File: src/rtl/sasa_tile_sched.sv
// sasa_tile_sched: walks a MAT_DIM x MAT_DIM QK score matrix in BLK x BLK tiles.
// Each tile gets one eng_start pulse carrying its pivot, then the scheduler waits
// for eng_finish under a per-tile watchdog. Full and causal (x<=y) traversal.
module sasa_tile_sched #(
   parameter int MAT_DIM = 16,
   parameter int BLK     = 4,
   parameter int TIMEOUT = 256,
   localparam int NT = MAT_DIM / BLK,
   localparam int TW = $clog2(MAT_DIM),
   localparam int CW = $clog2(NT * NT + 1)
) (
   input  logic          clk,
   input  logic          reset,
   input  logic          start,
   input  logic          causal,
   input  logic          abort,
   output logic          eng_start,
   output logic [TW-1:0] eng_tile_x,
   output logic [TW-1:0] eng_tile_y,
   input  logic          eng_finish,
   output logic          busy,
   output logic          done,
   output logic [CW-1:0] tiles_done,
   output logic          timeout_err
);

   localparam int TMW = $clog2(TIMEOUT);

   localparam logic [2:0] S_IDLE  = 3'd0;
   localparam logic [2:0] S_ISSUE = 3'd1;
   localparam logic [2:0] S_WAIT  = 3'd2;
   localparam logic [2:0] S_NEXT  = 3'd3;
   localparam logic [2:0] S_DONE  = 3'd4;
   localparam logic [2:0] S_ERR   = 3'd5;

   localparam logic [TW-1:0]  LAST    = TW'(MAT_DIM - BLK);
   localparam logic [TW-1:0]  STEP    = TW'(BLK);
   localparam logic [TMW-1:0] T_MAX   = TMW'(TIMEOUT - 1);
   localparam logic [CW-1:0]  CNT_MAX = CW'(NT * NT);

   logic [2:0]     state, state_nxt;
   logic [TW-1:0]  tile_x, tile_y;
   logic [TMW-1:0] timer;
   logic           causal_q;
   logic           last_tile, row_end, timed_out;

   // The last tile is the bottom-right corner in both modes; a row ends at the
   // diagonal in causal mode and at the right edge otherwise.
   assign last_tile = (tile_x == LAST) && (tile_y == LAST);
   assign row_end   = causal_q ? (tile_x == tile_y) : (tile_x == LAST);
   assign timed_out = (timer == T_MAX);

   // Outputs decoded from the state register or taken straight from registers.
   assign eng_start  = (state == S_ISSUE);
   assign busy       = (state != S_IDLE);
   assign done       = (state == S_DONE);
   assign eng_tile_x = tile_x;
   assign eng_tile_y = tile_y;

   // Next-state decode; abort beats finish and timeout in every busy state.
   always_comb begin
      // NOTE: default first so every path assigns state_nxt and no latch is inferred.
      state_nxt = state;
      case (state)
         S_IDLE:  if (start) state_nxt = S_ISSUE;
         S_ISSUE: state_nxt = abort ? S_IDLE : S_WAIT;
         S_WAIT: begin
            if (abort)           state_nxt = S_IDLE;
            else if (eng_finish) state_nxt = S_NEXT;
            else if (timed_out)  state_nxt = S_ERR;
         end
         S_NEXT:  state_nxt = abort ? S_IDLE : (last_tile ? S_DONE : S_ISSUE);
         S_DONE:  state_nxt = S_IDLE;
         S_ERR:   state_nxt = S_IDLE;
         default: state_nxt = S_IDLE;
      endcase
   end

   // State register.
   always_ff @(posedge clk or posedge reset) begin
      // NOTE: sequential state uses non-blocking assignments so every register
      // samples pre-edge values regardless of block ordering.
      if (reset) state <= S_IDLE;
      else       state <= state_nxt;
   end

   // Tile pointer and causal latch: cleared on accepted start, advanced in NEXT.
   always_ff @(posedge clk or posedge reset) begin
      if (reset) begin
         tile_x   <= '0;
         tile_y   <= '0;
         causal_q <= 1'b0;
      end else if (state == S_IDLE && start) begin
         tile_x   <= '0;
         tile_y   <= '0;
         causal_q <= causal;
      end else if (state == S_NEXT && !abort && !last_tile) begin
         if (row_end) begin
            tile_x <= '0;
            tile_y <= tile_y + STEP;
         end else begin
            tile_x <= tile_x + STEP;
         end
      end
   end

   // Watchdog timer: zeroed in ISSUE, counts WAIT cycles, stops at its limit.
   always_ff @(posedge clk or posedge reset) begin
      if (reset) begin
         timer <= '0;
      end else if (state == S_ISSUE) begin
         timer <= '0;
      end else if (state == S_WAIT && !abort && !eng_finish && !timed_out) begin
         timer <= timer + TMW'(1);
      end
   end

   // Completed-tile counter and sticky watchdog error.
   always_ff @(posedge clk or posedge reset) begin
      if (reset) begin
         tiles_done  <= '0;
         timeout_err <= 1'b0;
      end else if (state == S_IDLE && start) begin
         tiles_done  <= '0;
         timeout_err <= 1'b0;
      end else if (state == S_WAIT && !abort) begin
         if (eng_finish) begin
            if (tiles_done != CNT_MAX) tiles_done <= tiles_done + CW'(1);
         end else if (timed_out) begin
            timeout_err <= 1'b1;
         end
      end
   end

endmodule

File: config.mk
export PLATFORM = sky130hd
export DESIGN_NAME = sasa_tile_sched
export DESIGN_NICKNAME = d
export VERILOG_FILES = /design/src/rtl/sasa_tile_sched.sv
export SDC_FILE = /design/constraint.sdc
export NUM_CORES = 1
export LEC_CHECK = 0
export ABC_AREA = 0
export CELL_PAD_IN_SITES_DETAIL_PLACEMENT = 1
export CELL_PAD_IN_SITES_GLOBAL_PLACEMENT = 1
export CORE_MARGIN = 1.5
export CORE_UTILIZATION = 43
export DETAILED_ROUTE_END_ITERATION = 8
export PLACE_DENSITY = 0.94
export SYNTH_ARGS = -nofsm -noshare
export SYNTH_HDL_FRONTEND = slang
export SYNTH_SLANG_ARGS = --single-unit
File: constraint.sdc
create_clock -name clk -period 4.3 [get_ports clk]
set_input_delay 1.075 -clock clk [delete_from_list [all_inputs] [get_ports clk]]
set_output_delay 1.075 -clock clk [all_outputs]
set_load 0.005 [all_outputs]
=== Yosys cells after proc, flatten, opt, wreduce, memory -nomap -nowiden ===
Index checks and enable logic that the tools add are counted.

* Register bits: 26
* Input bits: 6
* Output and inout bits: 17
* Word-level logic and storage cells: 72

* $add $sub $neg: 4
* Equality and inequality tests: 12
* Muxes and demuxes: 25
* Reduce and logical (&&, ||, !) cells: 24

{| class="wikitable"
|+ Operators with widths
! operator !! count
|-
| two-way mux 4 bit || 6
|-
| two-way mux 5 bit || 4
|-
| two-way mux 3 bit || 6
|-
| two-way mux 8 bit || 2
|-
| nonzero test 2 bit || 7
|-
| case mux 3 bit (4 select lines) || 1
|-
| adder 4 x 3 -> 4 bit, second input constant || 2
|-
| adder 8 x 1 -> 8 bit, second input constant || 1
|-
| == test 4 bit, second input constant || 2
|-
| == test 8 bit, second input constant || 1
|-
| logical AND 1 bit || 7
|-
| == test 3 x 2 -> 1 bit, second input constant || 2
|-
| AND reduction 3 bit || 2
|-
| adder 5 x 1 -> 5 bit, second input constant || 1
|-
| two-way mux 1 bit || 5
|-
| != test 5 bit, second input constant || 1
|-
| == test 4 bit || 1
|-
| logical NOT 1 bit || 4
|-
| != test 4 bit, second input constant || 1
|-
| AND reduction 2 bit || 2
|-
| == test 3 x 1 -> 1 bit, second input constant || 1
|-
| == test 3 bit, second input constant || 1
|-
| logical NOT 3 bit || 1
|-
| nonzero test 3 bit || 1
|-
| other kinds (3) || 3
|}

=== Longest topological paths before layout ===
Gate-level depths: netlist of run 1.

* Word-level depth: 6
* Depth in mapped cells: 6
* Gate-level depth less buffers: 6

=== Worst setup path after synthesis of run 1 ===
No wires, ideal clock.

* Path type: in2reg
* Start point: input port abort
* End point: register timer[4]
* Setup time: 0.137 ns
* Data arrival time: 1.954 ns
* Data required time: 4.163 ns
* Path slack: 2.208 ns
* Stages: 4
* Path buffers: 0
* Path through: or3b_4 > a2111oi_4 > xnor2_1 > nor2_2

* Cells in the longest elaborated chain, start to end: 5

{| class="wikitable"
|+ Ends and longest elaborated chain
! element !! line !! RTL
|-
| from (decl) || 16 || <nowiki>input logic abort,</nowiki>
|-
| logical NOT 1 bit || 113 || <nowiki>end else if (state == S_WAIT && !abort && !eng_finish && !timed_out) begin</nowiki>
|-
| logical AND 1 bit (3 in a row) || 113 ||
|-
| nonzero test 2 bit (no line) || -- ||
|-
| to (signal assigned) || 114 || <nowiki>timer <= timer + TMW'(1);</nowiki>
|-
| to (decl) || 43 || <nowiki>logic [TMW-1:0] timer;</nowiki>
|}

No other way between the ends.
A chain may end at the register's enable or synchronous reset.

=== Worst setup path after layout of run 1 ===
* Start point: register state[0]
* End point: output port eng_start

* Cells in the longest elaborated chain, start to end: 1

{| class="wikitable"
|+ Ends and longest elaborated chain
! element !! line !! RTL
|-
| from (decl) || 41 || <nowiki>logic [2:0] state, state_nxt;</nowiki>
|-
| from (signal assigned) || 84 || <nowiki>else state <= state_nxt;</nowiki>
|-
| == test 3 x 1 -> 1 bit || 54 || <nowiki>assign eng_start = (state == S_ISSUE);</nowiki>
|-
| to (decl) || 17 || <nowiki>output logic eng_start,</nowiki>
|}

No other way between the ends.

==> impl_summary.log, run 1 <==
INFO  metric max_freq = 310.7 MHz
INFO  metric synth.yosys.warnings = 0
INFO  metric drt-initial-drc-count = 31
INFO  metric worst_slack = between 1 and 1.5 ns
INFO  metric yosysUniqueCellTypes = 48
INFO  metric max-slew-margin-rel = 43.70%
INFO  metric hp-class = flip-flop to flip-flop
INFO  metric drt_drc_violations_left = 0
INFO  metric setup.worst_path.start = state[0]$_DFFE_PP0P_
INFO  metric width_of_the_die = 59.09 µm
INFO  metric wirelength = roughly 3.1 mm
INFO  metric commonest_non_fill_non_tap_cell_in_the_layout = sky130_fd_sc_hd__dfrtp_1
INFO  metric cp_slowest_stage_delay = around 0.63 ns
INFO  metric design.final.nets = 168
INFO  metric num_io_pins = 23
INFO  metric via_count = 1090
INFO  metric power_per_cell_area = 407.5 nW/µm²
INFO  metric synth-edff-count = 0
INFO  metric max_cap_violations = 0
INFO  metric crit_path_end = eng_start
INFO  metric timing.clock.skew = between 0.0015 and 0.002 ns
INFO  metric place_congestion = 0.8008
INFO  metric synth.avg_cell_area = 9.801 µm²
INFO  metric drt-wirelength-per-cell = 15.89 µm
INFO  metric r2r-end = tiles_done[2]$_DFFE_PP0P_
INFO  metric grt_pass1_wl = 5.395 mm
INFO  metric reg2regPathDepth = 4
INFO  metric drt.antenna.violating_nets = 0
INFO  metric total_global_routing_overflow = 0
INFO  metric static-leakage-power = about 0.69 nW
INFO  metric syn-cell-area = about 1400 µm²
INFO  metric hold_buffers = 0
INFO  metric cts_tree = built
INFO  metric die_height = roughly 59 µm
INFO  metric gr-usage-all-layers = 20.61%
INFO  metric post_cts.resized_instances = 0
INFO  metric drive_gt1_share = between 7 and 8%
INFO  metric timing.rr.start = state[2]$_DFFE_PP0P_
INFO  metric sort_of_element_at_the_start_of_the_critical_path = flip-flop
INFO  metric timing.setup.critical_path_class = flip-flop to output port
INFO  metric drt_first_pass_iters = 4
INFO  metric async_reset_ff_share = 100.0%
INFO  metric cts.htree.levels = 1
INFO  metric cts_setup_buffers = 0
INFO  metric worst_slew_pin_slew = between 0.8 and 0.9 ns
INFO  metric timing.critical_path.cells = inv_1 -> nor3_2 -> clkdlybuf4s50_1
INFO  metric start_util = roughly 45%
INFO  metric root_buffer = sky130_fd_sc_hd__clkbuf_4
INFO  metric netlist_instances = approximately 140
INFO  metric worst_path_fanout_max = 10
INFO  metric route.detailed.vias_per_inst = 5.505
INFO  metric place_ws = 1.452 ns
INFO  metric proportion_of_synthesized_chip_area_in_sequential_cells = 40.70%
INFO  metric vias_in_the_first_global_route = 1190
INFO  metric total_number_of_clock_tree_sinks = 22
INFO  metric maximum_clock_insertion_buffer_count = 2
INFO  metric final_hold_violation_count = 0
INFO  metric core_area = ~3000 µm²
INFO  metric count_of_final_max_slew_check_failures = 0
INFO  metric setup_tns = 0 ns
INFO  metric status = completed
INFO  metric clk_latency = 0.32 ns
INFO  metric timing.reg2reg.setup_slack = 2.35 ns
INFO  metric end_kind = output port
INFO  metric yosys_register_bits = 22
INFO  metric cts_buffers = 3
INFO  metric post-route-min-period = 3.219 ns
INFO  metric synthFlopType = sky130_fd_sc_hd__dfrtp_1
INFO  metric final_cell_mix = 22 x sky130_fd_sc_hd__dfrtp_1, 18 x sky130_fd_sc_hd__clkdlybuf4s50_1, 12 x sky130_fd_sc_hd__nor2_1
INFO  metric clk_pin_slew_worst_paths = 0.12 ns
INFO  metric std_cell_rows = 20
INFO  metric diodes = 0
INFO  metric io_buffer_count = 18
INFO  metric grt_antenna_before_repair = 0
INFO  metric timing.final.setup_violations = 0
INFO  metric power.ir.vdd_worst = between 0.2 and 0.25 mV
INFO  metric detailedPlacementHpwl = 2.409 mm
INFO  metric flow.area_growth_from_synthesis = 16.00%
INFO  metric timing.critical_path.slowest_stage_cell = sky130_fd_sc_hd__clkdlybuf4s50_1
INFO  metric worst_ep_arrival_time = 2.14 ns
INFO  metric layout.filler_cells = 354
INFO  metric pin_count_of_the_biggest_net_entering_global_routing = 23
INFO  metric die-area = 3491 µm²
INFO  metric final_critical_path_share_of_the_clock_period = 74.85%
INFO  metric setup_repair_after_global_routing_missed_its_margin = no
INFO  metric cp.required = between 3 and 4 ns
per-layer routing:
metal	vias up	GRT usage, %	part of all wire, %
met5	-	0	0
met4	0	9.091	2.1
met3	8	2.402	2.8
met2	21	36.51	53
met1	543	25.00	42
li1	518	-	-
worst max-delay path, delay by kind of cell, from the launching register on:
family,cells,cell delay (ns)
buf+inv,2,0.76
simple gates,1,0.54
flops,1,0.52
registers in the layout, indices dropped and copies added, names as in the netlist:
name         cells
eng_tile_y       2
state            3
timer            8
tiles_done       5
eng_tile_x       2
timeout_err      1
causal_q         1
worst min-delay path by stage:
stage	slack, ns	depth (start not counted)	to	from
floorplan	0.49	2	timeout_err$_DFFE_PP0P_	timeout_err$_DFFE_PP0P_
global placement	0.50	2	timeout_err$_DFFE_PP0P_	timeout_err$_DFFE_PP0P_
detailed placement	0.52	2	timeout_err$_DFFE_PP0P_	timeout_err$_DFFE_PP0P_
CTS	0.55	2	timeout_err$_DFFE_PP0P_	timeout_err$_DFFE_PP0P_
global route	0.58	2	timeout_err$_DFFE_PP0P_	timeout_err$_DFFE_PP0P_
finish	0.54	2	timeout_err$_DFFE_PP0P_	timeout_err$_DFFE_PP0P_
cell families (layout without fill, tap and decap cells):
family / Yosys count / count (layout) / synth area share, %
flip-flops: 22 / 22 / 40.70
XOR/XNOR: 7 / 7 / 4.533
buffers and inverters: 16 / 29 / 6.106
AO/OA/AOI/OAI: 27 / 27 / 15.36
multiplexers: 3 / 3 / 2.220
other: 1 / 4 / 0.2773
adder cells (fa/ha/maj): 6 / 6 / 5.550
AND/OR/NAND/NOR: 56 / 56 / 25.26
power breakdown:
group	switching, mW	internal (mW)
Sequential	0.0521	0.237
Combinational	0.134	0.120
Clock	0.0638	0.0329
Total	0.250	0.390
cell usage after synthesis (all sizes together) (2+ instances only):
cell type | count | area share (%)
nand2b | 4 | 1.8
nand2 | 6 | 1.7
ha | 6 | 5.6
or3 | 3 | 1.4
dfrtp | 22 | 41
nand4 | 3 | 1.4
a31oi | 2 | 0.92
mux2i | 3 | 2.2
nor3 | 3 | 1.5
nor3b | 2 | 1.9
nand3 | 7 | 2.6
and2 | 3 | 1.4
xnor2 | 2 | 1.3
xor2 | 5 | 3.2
and3 | 2 | 0.92
a21oi | 8 | 3.0
inv | 8 | 2.2
a2111oi | 3 | 3.4
o21ai | 4 | 1.5
and4 | 2 | 1.3
nor2 | 13 | 3.8
buf | 8 | 3.9
per-stage QoR:
stage	utilization, %	hold WS [ns]	area, µm²	total power [mW]	std cells
2_1_floorplan	-	0.4859	1364	0.4474	141
3_3_place_gp	51.07	0.5044	1546	0.5295	195
3_5_place_dp	51.07	0.5203	1546	0.5465	195
4_1_cts	51.82	0.5504	1569	0.6441	198
5_1_grt	51.82	0.5845	1569	0.6861	198
6_report	51.82	0.5370	1569	0.6393	198
area by class of cell:
cell class | instances | area (µm²) | share of cell area [%]
clock buffer | 3 | 22.52 | 1.435
inverter | 8 | 30.03 | 1.914
tap | 44 | 55.05 | 3.509
sequential | 22 | 550.5 | 35.09
timing repair buffer | 18 | 180.2 | 11.48
multi-input combinational | 103 | 730.7 | 46.57
(Power assumes the default switching activity.)
==> inputs of run 2 (changes only) <==
--- a/config.mk
+++ b/config.mk
@@ -9,9 +9,9 @@
 export CELL_PAD_IN_SITES_DETAIL_PLACEMENT = 1
 export CELL_PAD_IN_SITES_GLOBAL_PLACEMENT = 1
 export CORE_MARGIN = 1.5
-export CORE_UTILIZATION = 43
+export CORE_UTILIZATION = 36
 export DETAILED_ROUTE_END_ITERATION = 8
-export PLACE_DENSITY = 0.94
+export PLACE_DENSITY = 0.85
 export SYNTH_ARGS = -nofsm -noshare
 export SYNTH_HDL_FRONTEND = slang
 export SYNTH_SLANG_ARGS = --single-unit
==> constraint.sdc (replaced) <==
create_clock -name clk -period 2.75 [get_ports clk]
set_input_delay 0.6875 -clock clk [delete_from_list [all_inputs] [get_ports clk]]
set_output_delay 0.6875 -clock clk [all_outputs]
set_load 0.005 [all_outputs]
==> impl_summary.log, run 2 (synthesized netlist as in run 1, its figures left out) <==
INFO  metric place_ws = 0.3247 ns (was 1.452 ns)
INFO  metric std_cell_rows = 22 (was 20)
INFO  metric p_clk_share = 21.5% (was 15.1%)
INFO  metric place_congestion = 0.8350 (was 0.8008)
INFO  metric commonest_non_fill_non_tap_cell_in_the_layout = sky130_fd_sc_hd__dfrtp_1 (unchanged)
INFO  metric hp-class = flip-flop to flip-flop (unchanged)
INFO  metric core_area = 3633 µm² (was 3028 µm²)
INFO  metric post_cts.resized_instances = 0 (unchanged)
INFO  metric sort_of_element_at_the_start_of_the_critical_path = flip-flop (unchanged)
INFO  metric cts_buffers = 3 (unchanged)
INFO  metric critical-path-top-delay-family = flip-flops (was buffers and inverters)
INFO  metric drt_first_pass_iters = 4 (unchanged)
INFO  metric setup_repair_after_global_routing_missed_its_margin = no (unchanged)
INFO  metric power.switching = 0.4087 mW (was 0.2497 mW)
INFO  metric die_height = 64.30 µm (was 59.09 µm)
INFO  metric num_io_pins = 23 (unchanged)
INFO  metric status = completed (unchanged)
INFO  metric width_of_the_die = 64.30 µm (was 59.09 µm)
INFO  metric final_critical_path_share_of_the_clock_period = 87.25%
INFO  metric final_core_util = 44.83% (was 51.82%)
INFO  metric wirelength = 3.329 mm (was 3.147 mm)
INFO  metric worst_path_fanout_max = 8 (was 10)
INFO  metric diodes = 0 (unchanged)
INFO  metric flow.area_growth_from_synthesis = 20.44% (was 16.00%)
INFO  metric cp.required = 2.06 ns (was 3.22 ns)
INFO  metric timing.setup.critical_path_class = flip-flop to output port (unchanged)
INFO  metric timing.critical_path.cells = or3_1 -> clkdlybuf4s50_1 (was inv_1 -> nor3_2 -> clkdlybuf4s50_1)
INFO  metric pin_count_of_the_biggest_net_entering_global_routing = 23 (unchanged)
INFO  metric gr-usage-all-layers = 17.66% (was 20.61%)
INFO  metric timing.clock.skew = 0.007345 ns (was 0.001928 ns)
INFO  metric io_buffer_count = 18 (unchanged)
INFO  metric grt_antenna_before_repair = 0 (unchanged)
INFO  metric max_freq = 416.8 MHz
INFO  metric largest-register = timer (unchanged)
INFO  metric route.detailed.vias_per_inst = 5.393 (was 5.505)
INFO  metric start_util = 37.22% (was 44.67%)
INFO  metric power_switching_share = 36.78% (was 39.06%)
INFO  metric timing.final.setup_violations = 0 (unchanged)
INFO  metric drt_drc_violations_left = 0 (unchanged)
INFO  metric reg_top3 = timer: 8 flops, tiles_done: 5 flops, state: 3 flops (unchanged)
INFO  metric via_count = 1111 (was 1090)
INFO  metric cp.buffers_inverters = 1 (was 2)
INFO  metric count_of_final_max_slew_check_failures = 0 (unchanged)
INFO  metric total_global_routing_overflow = 0 (unchanged)
INFO  metric clk_pin_slew_worst_paths = 0.09 ns (was 0.12 ns)
INFO  metric grt_pass1_wl = 5.796 mm (was 5.395 mm)
INFO  metric worst_ep_arrival_time = 1.71 ns (was 2.14 ns)
INFO  metric end_kind = output port (unchanged)
INFO  metric clk_latency = 0.27 ns (was 0.32 ns)
INFO  metric maximum_clock_insertion_buffer_count = 2 (unchanged)
INFO  metric root_buffer = sky130_fd_sc_hd__clkbuf_8 (was sky130_fd_sc_hd__clkbuf_4)
INFO  metric final_cell_mix = 22 x sky130_fd_sc_hd__dfrtp_1, 18 x sky130_fd_sc_hd__clkdlybuf4s50_1, 12 x sky130_fd_sc_hd__nor2_1 (unchanged)
INFO  metric largest_register_ffs = 8 (unchanged)
INFO  metric drt-wirelength-per-cell = 16.16 µm (was 15.89 µm)
INFO  metric cts_tree = built (unchanged)
INFO  metric internal_power = 0.7024 mW (was 0.3896 mW)
INFO  metric die-area = 4134 µm² (was 3491 µm²)
INFO  metric drt-initial-drc-count = 31 (unchanged)
INFO  metric cp_slowest_stage_delay = 0.49 ns (was 0.63 ns)
INFO  metric setup_tns = 0 ns (unchanged)
INFO  metric max_cap_violations = 0 (unchanged)
INFO  metric power.combinational.fraction = 37.8% (was 39.7%)
INFO  metric drive_gt1_share = 10.13% (was 7.792%)
INFO  metric post-route-min-period = between 2 and 2.5 ns
INFO  metric hold_buffers = 0 (unchanged)
INFO  metric static-leakage-power = 0.7237 nW (was 0.6937 nW)
INFO  metric detailedPlacementHpwl = 2.430 mm (was 2.409 mm)
INFO  metric p_seq_share = 40.6% (was 45.2%)
INFO  metric worst_slack = 0.3507 ns (was 1.081 ns)
INFO  metric power_per_cell_area = 682.1 nW/µm² (was 407.5 nW/µm²)
INFO  metric drt.antenna.violating_nets = 0 (unchanged)
INFO  metric final_hold_violation_count = 0 (unchanged)
INFO  metric design.final.nets = 171 (was 168)
INFO  metric cts_setup_buffers = 0 (unchanged)
INFO  metric timing.critical_path.slowest_stage_cell = sky130_fd_sc_hd__dfrtp_1 (was sky130_fd_sc_hd__clkdlybuf4s50_1)
INFO  metric total_number_of_clock_tree_sinks = 22 (unchanged)
INFO  metric vias_in_the_first_global_route = 1195 (was 1190)
INFO  metric cts.htree.levels = 1 (unchanged)
INFO  metric power.ir.vdd_worst = 0.3881 mV (was 0.2423 mV)
-- run 2: through the flow --
| stage | std cells | hold slack, ns | instance area (µm²) | power, mW |
|---|---|---|---|---|
| 3_5_place_dp | 202 | 0.5205 | 1574 | 0.8774 |
| 2_1_floorplan | 141 | 0.4859 | 1364 | 0.6995 |
| 3_3_place_gp | 202 | 0.5139 | 1574 | 0.8459 |
| 5_1_grt | 206 | 0.5871 | 1629 | 1.184 |
| 6_report | 206 | 0.5277 | 1629 | 1.111 |
| 4_1_cts | 206 | 0.5373 | 1629 | 1.122 |
-- run 2: path summary, 6_finish.rpt --
kind	from	endpoint	slack (ns)	depth (start not counted)
min reg2reg	timeout_err$_DFFE_PP0P_	timeout_err$_DFFE_PP0P_	0.53	2
max	state[2]$_DFFE_PP0P_	busy	0.35	2
max in group asynchronous	reset	state[2]$_DFFE_PP0P_	1.75	3
min	timeout_err$_DFFE_PP0P_	timeout_err$_DFFE_PP0P_	0.53	2
min in group asynchronous	reset	tiles_done[4]$_DFFE_PP0P_	0.76	3
max reg2reg	state[2]$_DFFE_PP0P_	causal_q$_DFFE_PP0P_	0.98	5
-- run 2: per-layer routing --
| metal | up-vias | track usage, % | routed length, µm |
|---|---|---|---|
| met2 | 20 | 31.51 | 1704 |
| met1 | 562 | 22.65 | 1511 |
| met5 | - | 0 | 0 |
| li1 | 527 | - | - |
| met4 | 0 | 3.191 | 17 |
| met3 | 2 | 2.817 | 96 |
-- run 2: final cells by class --
cell class,count,area (µm²)
clock buffers,4,55.05
well taps,48,60.06
flip-flops and latches,22,550.5
repair buffers,21,202.7
fillers,446,2004
inverters,8,30.03
multi-input cells,103,730.7
-- run 2: tightest hold or removal path: stages, from the launching register on --
cell and delay [ns]:
sky130_fd_sc_hd__dfrtp_1 0.37, sky130_fd_sc_hd__a21oi_1 0.05, sky130_fd_sc_hd__nor2_1 0.08
-- run 2: power groups by stage --
| stage | Combinational (mW) | Clock, mW | Sequential [mW] |
|---|---|---|---|
| 2_1_floorplan | 0.283 | 0 | 0.417 |
| 3_3_place_gp | 0.395 | 0 | 0.451 |
| 3_5_place_dp | 0.421 | 0 | 0.456 |
| 4_1_cts | 0.424 | 0.246 | 0.451 |
| 5_1_grt | 0.469 | 0.251 | 0.464 |
| 6_report | 0.420 | 0.239 | 0.452 |
==> variant 1: new RTL, flow settings as in run 2 <==
Register the outputs `eng_start`, `busy` and `done`, with the module's reset; this adds one clock of latency there. The other outputs are not delayed to match.
--- a/src/rtl/sasa_tile_sched.sv
+++ b/src/rtl/sasa_tile_sched.sv
@@ -51,9 +51,17 @@
    assign timed_out = (timer == T_MAX);
 
    // Outputs decoded from the state register or taken straight from registers.
-   assign eng_start  = (state == S_ISSUE);
-   assign busy       = (state != S_IDLE);
-   assign done       = (state == S_DONE);
+   always_ff @(posedge clk or posedge reset) begin
+      if (reset) begin
+         eng_start <= '0;
+         busy      <= '0;
+         done      <= '0;
+      end else begin
+         eng_start <= (state == S_ISSUE);
+         busy      <= (state != S_IDLE);
+         done      <= (state == S_DONE);
+      end
+   end
    assign eng_tile_x = tile_x;
    assign eng_tile_y = tile_y;
 
Function: changed (a bounded check fails within 4 cycles, from zero or initial values and one cycle with reset high).
==> variant 1 against run 2 <==
  * Die area increased by 2.8%
  * Largest power group unchanged
  * Sequential cell count grew 3
  * Routed wire length is 6.6% lower
  * Critical endpoint is now timer[2]
  * Setup slack lost 0.077 ns
  * Synthesized area rose by 3.0%
  * Count of clock-buffer cells in the layout stayed put
  * Total power is 6.8% lower
  * Global-route usage fell by 1.1 points
  * Sequential share of layout area increased by 4.3 points
  * First-iteration DRC count shrank 68%
  * Sequential power rose by 9.3%
  * Final area increased by 0.77%
==> variant 1: results (changes against run 2) <==
[critical_path]
cp_max_fo = 7  ; -1
cp.arrival_ns = 2.60  ; +0.89 ns
timing.rr.end = timer[2]
r2r_slack_ns = 0.68  ; -0.30 ns
worstRegToRegCells = 3  ; -2

[yosys]
synth_cell_types = 41  ; -15%
synthMuxAreaShare_pct = 1.44  ; -0.78 points
syn-instance-count = 139  ; +0.72%
synthAdderAreaFrac_pct = 5.39  ; -0.16 points
ys_seq_area_share_pct = 44.9  ; +4.2 points
synth_xor_area_share_pct = 4.40  ; -0.13 points
synth_area_leaders = dfrtp_1, ha_1, nor2_1, a21oi_1, nand3_1
synth-compound-area-share_pct = 13.7  ; -1.6 points
synthTopCellsByCount = dfrtp_1, nor2_1, inv_1

[power_and_ir_drop]
peakVddDrop_v = 0.000254  ; -34%
p_comb_mw = 0.324  ; -23%
clkPwrFrac_pct = 21.0  ; -0.5 points
power.switching_mw = 0.350  ; -14%
leakage_nw = 0.711  ; -1.8%

[place]
placed_cell_area_sq_um = 1600  ; +1.4%
port_buffers = 18  ; unchanged
post-place-ws_ns = 0.0848  ; -0.240 ns
place_congestion = 0.781  ; -6.5%
dp_hpwl_um = 2230  ; -8.3%

[global_route]
grt_pass1_vias = 1161  ; -2.8%
grt_max_degree = 26  ; +13%
grt_pass1_wl_um = 5500  ; -5.1%
grt.total_usage_pct = 16.5  ; -1.1 points

[finish]
final_layout_size_suffix_gt1_share_pct = 7.05  ; -3.1 points
multi_input_comb_cells = 98  ; -4.9%
clock_area_share_pct = 2.74  ; -0.64 points
multi_input_area_sq_um = 682  ; -6.7%
seq_area_sq_um = 626  ; +14%
instances_no_fill = 204  ; -0.97%
seq_cells = 25  ; +14%
nets = 169  ; -1.2%
inv_count = 9  ; +1
fill_cells = 435  ; -2.5%
n_antenna_cell = 0  ; unchanged
buf_share_pct = 11.9  ; -0.55 points
num-nonclk-buffers = 20  ; -4.8%

[clock_network]
cts_buffers = 3  ; unchanged
root_buffer = clkbuf_8
clkTransAtPathRegs_ns = 0.09  ; about the same

[die]
core_area_sq_um = 3690  ; +1.5%

[hold_path]
worstHoldStart = timeout_err

[route]
first_iter_violations = 10  ; -68%
drt_wl_total_um = 3110  ; -6.6%
vias = 1081  ; -2.7%

[sta]
finalClockSkew_ns = 0.00126  ; -0.00608 ns
hold_ws_ns = 0.513  ; -0.0149 ns
setup_viol = 0  ; unchanged

[outcome]
status = finished clean

-- variant 1: through the flow --
| stage | power (mW) | utilization, % |
|---|---|---|
| after floorplan | 0.700 | - |
| after global placement | 0.805 | 43.3 |
| after detailed placement | 0.829 | 43.3 |
| after CTS | 1.05 | 44.5 |
| after global routing | 1.10 | 44.5 |
| final | 1.04 | 44.5 |
-- variant 1: metal layers --
layer	global-route usage (%)	vias to the layer above	share of wire [%]
met1	21.0	538	45
met3	1.71	2	2.0
met5	0	-	0
li1	-	525	-
met4	4.69	0	0.93
met2	29.7	16	52
-- variant 1: worst max path at each step --
stage	start	slack, ns	end	depth (start not counted)
after floorplan	abort	0.80	timer[6]	5
after global placement	abort	0.13	timer[2]	4
after detailed placement	abort	0.08	timer[1]	5
after CTS	abort	0.25	timer[2]	4
after global routing	abort	0.19	timer[2]	4
final	abort	0.27	timer[2]	4
-- variant 1: worst max-delay path, cell delays in order --
cell,delay [ns]
clkdlybuf4s50_1,0.48
or4b_1,0.72
a2111oi_0,0.56
a211oi_1,0.16
==> variant 2: new RTL, flow settings as in run 2 <==
Without the edit above. The parameter `TIMEOUT` goes from 256 to 128.
--- a/src/rtl/sasa_tile_sched.sv
+++ b/src/rtl/sasa_tile_sched.sv
@@ -4,7 +4,7 @@
 module sasa_tile_sched #(
    parameter int MAT_DIM = 16,
    parameter int BLK     = 4,
-   parameter int TIMEOUT = 256,
+   parameter int TIMEOUT = 128,
    localparam int NT = MAT_DIM / BLK,
    localparam int TW = $clog2(MAT_DIM),
    localparam int CW = $clog2(NT * NT + 1)
Formal check against the unedited RTL: no difference found for any inputs over 10 cycles, from zero or initial values and one cycle with reset high; that may be too few to reach the edited logic, so the function may still have changed.
==> variant 2 against run 2 <==
  * Sequential cell count fell by 1
  * Synthesized cell count is 12% lower
  * Register-to-register slack lost 0.13 ns
  * Routed wire length decreased by 22%
  * Hold slack got worse by 0.0025 ns
  * Total power is 14% lower
  * Final area fell by 13%
  * Fmax decreased by 2.2%
  * Setup slack got worse by 0.055 ns
  * Utilization up 1.3 points
  * Synthesized area fell by 13%
==> variant 2: results (changes against run 2) <==
[critical_path]
cp_max_fo = 8  ; unchanged

[clock_network]
clkTransAtPathRegs_ns = 0.12  ; +0.03 ns
post_cts_resize_count = 0  ; unchanged
clkLatencyLatePin_ns = 0.31  ; +0.04 ns
cts_setup_buffers = 0  ; unchanged
cts_buffers = 3  ; unchanged
cts.htree.levels = 1  ; unchanged
cts.path.max_buffers = 2  ; unchanged
root_buffer = clkbuf_4

[route]
dr.pass1.iters = 4  ; unchanged
first_iter_violations = 26  ; -16%
top_layer = met3
vias = 946  ; -15%
wl_per_cell_um = 13.9  ; -14%
wl_met1_um = 1080  ; -29%
wl_met2_um = 1420  ; -17%
wl_met3_um = 94  ; -2.1%

[finish]
largest_registers = timer (7), tiles_done (5), state (3)
fill_cells = 363  ; -19%
n_antenna_cell = 0  ; unchanged
final_layout_size_suffix_gt1_share_pct = 5.63  ; -4.5 points
nets = 155  ; -9.4%

[yosys]
synth_area_leaders = dfrtp_1, ha_1, xor2_1, nor2_1, buf_4
synthTopCellsByCount = dfrtp_1, nor2_1, nand2_1
synth_cell_types = 34  ; -29%
yosys_warnings = 0  ; unchanged
ys_seq_area_share_pct = 44.5  ; +3.8 points
ys_async_sr_fraction_pct = 100  ; unchanged

[global_route]
grt_pass1_vias = 985  ; -18%
antenna_found_initial = 0  ; unchanged
grt.total_usage_pct = 16.3  ; -1.3 points
grt_max_degree = 22  ; -4.3%
grt_pass1_wl_um = 4420  ; -24%

[place]
post-place-ws_ns = 0.232  ; -0.0931 ns
dp_hpwl_um = 2030  ; -17%
place_congestion = 0.880  ; +5.4%
port_buffers = 18  ; unchanged

[hold_path]
hold_class = reg -> reg

[power_and_ir_drop]
peakVddDrop_v = 0.000410  ; +5.6%
leakage_nw = 0.645  ; -11%

[outcome]
status = finished clean

[sta]
relSlewSlack_pct = 47.3
finalClockSkew_ns = 0.0120  ; +0.00470 ns

## variant 2: cell count changes after synthesis, moves of 2 or more
cell      change
buf_2         -3
nand2_1       +3
nand2b_1      -3
and4_1        -2
nand3_1       -2
nor3b_1       +2
o211ai_1      +2
o21ai_0       +2
xor2_1        +2
## variant 2: area by class of cell
| class | instances | area, sq um | share of cell area (%) |
|---|---|---|---|
| sequential | 21 | 526 | 37.0 |
| multi-input combinational | 91 | 599 | 42.2 |
| tap | 44 | 55.1 | 3.87 |
| clock inverter | 1 | 5.00 | 0.352 |
| inverter | 7 | 26.3 | 1.85 |
| clock buffer | 3 | 22.5 | 1.58 |
| timing repair buffer | 19 | 188 | 13.2 |
## variant 2: critical path, cell delays in order (launching register included)
cell             delay, ns
dfrtp_1               0.50
inv_1                 0.12
nor3_1                0.14
buf_4                 0.18
clkdlybuf4s50_1       0.50
## variant 2: cell families after synthesis
kind of cell	synth area share [%]
multiplexers	2.54
flip-flops	44.5
AO/OA/AOI/OAI	11.9
buffers and inverters	5.72
adder cells (fa/ha/maj)	6.36
AND/OR/NAND/NOR	22.8
other	0.317
XOR/XNOR	5.93
## variant 2: path summary, 6_finish.rpt
check / to / cells after the start / startpoint / slack, ns
min in group asynchronous: timeout_err / 2 / reset / 0.82
min reg2reg: timeout_err / 2 / timeout_err / 0.53
min: timeout_err / 2 / timeout_err / 0.53
max in group asynchronous: tiles_done[1] / 2 / reset / 1.43
max reg2reg: state[0] / 5 / timer[0] / 0.85
max: eng_start / 4 / state[0] / 0.30
## variant 2: through the flow
| step | instance area, sq um | instances |
|---|---|---|
| floorplan | 1190 | 125 |
| global placement | 1390 | 182 |
| detailed placement | 1390 | 182 |
| CTS | 1420 | 186 |
| global route | 1420 | 186 |
| finish | 1420 | 186 |
## variant 2: metal layers
layer / global-route usage, % / vias to the layer above
met5: 0 / -
met1: 19.9 / 475
li1: - / 457
met4: 1.90 / 0
met2: 29.2 / 14
met3: 4.76 / 0
## variant 2: power by group
| group | switching, mW | internal (mW) |
|---|---|---|
| clock | 0.0925 | 0.0543 |
| sequential | 0.0744 | 0.357 |
| combinational | 0.192 | 0.183 |
| total | 0.359 | 0.595 |
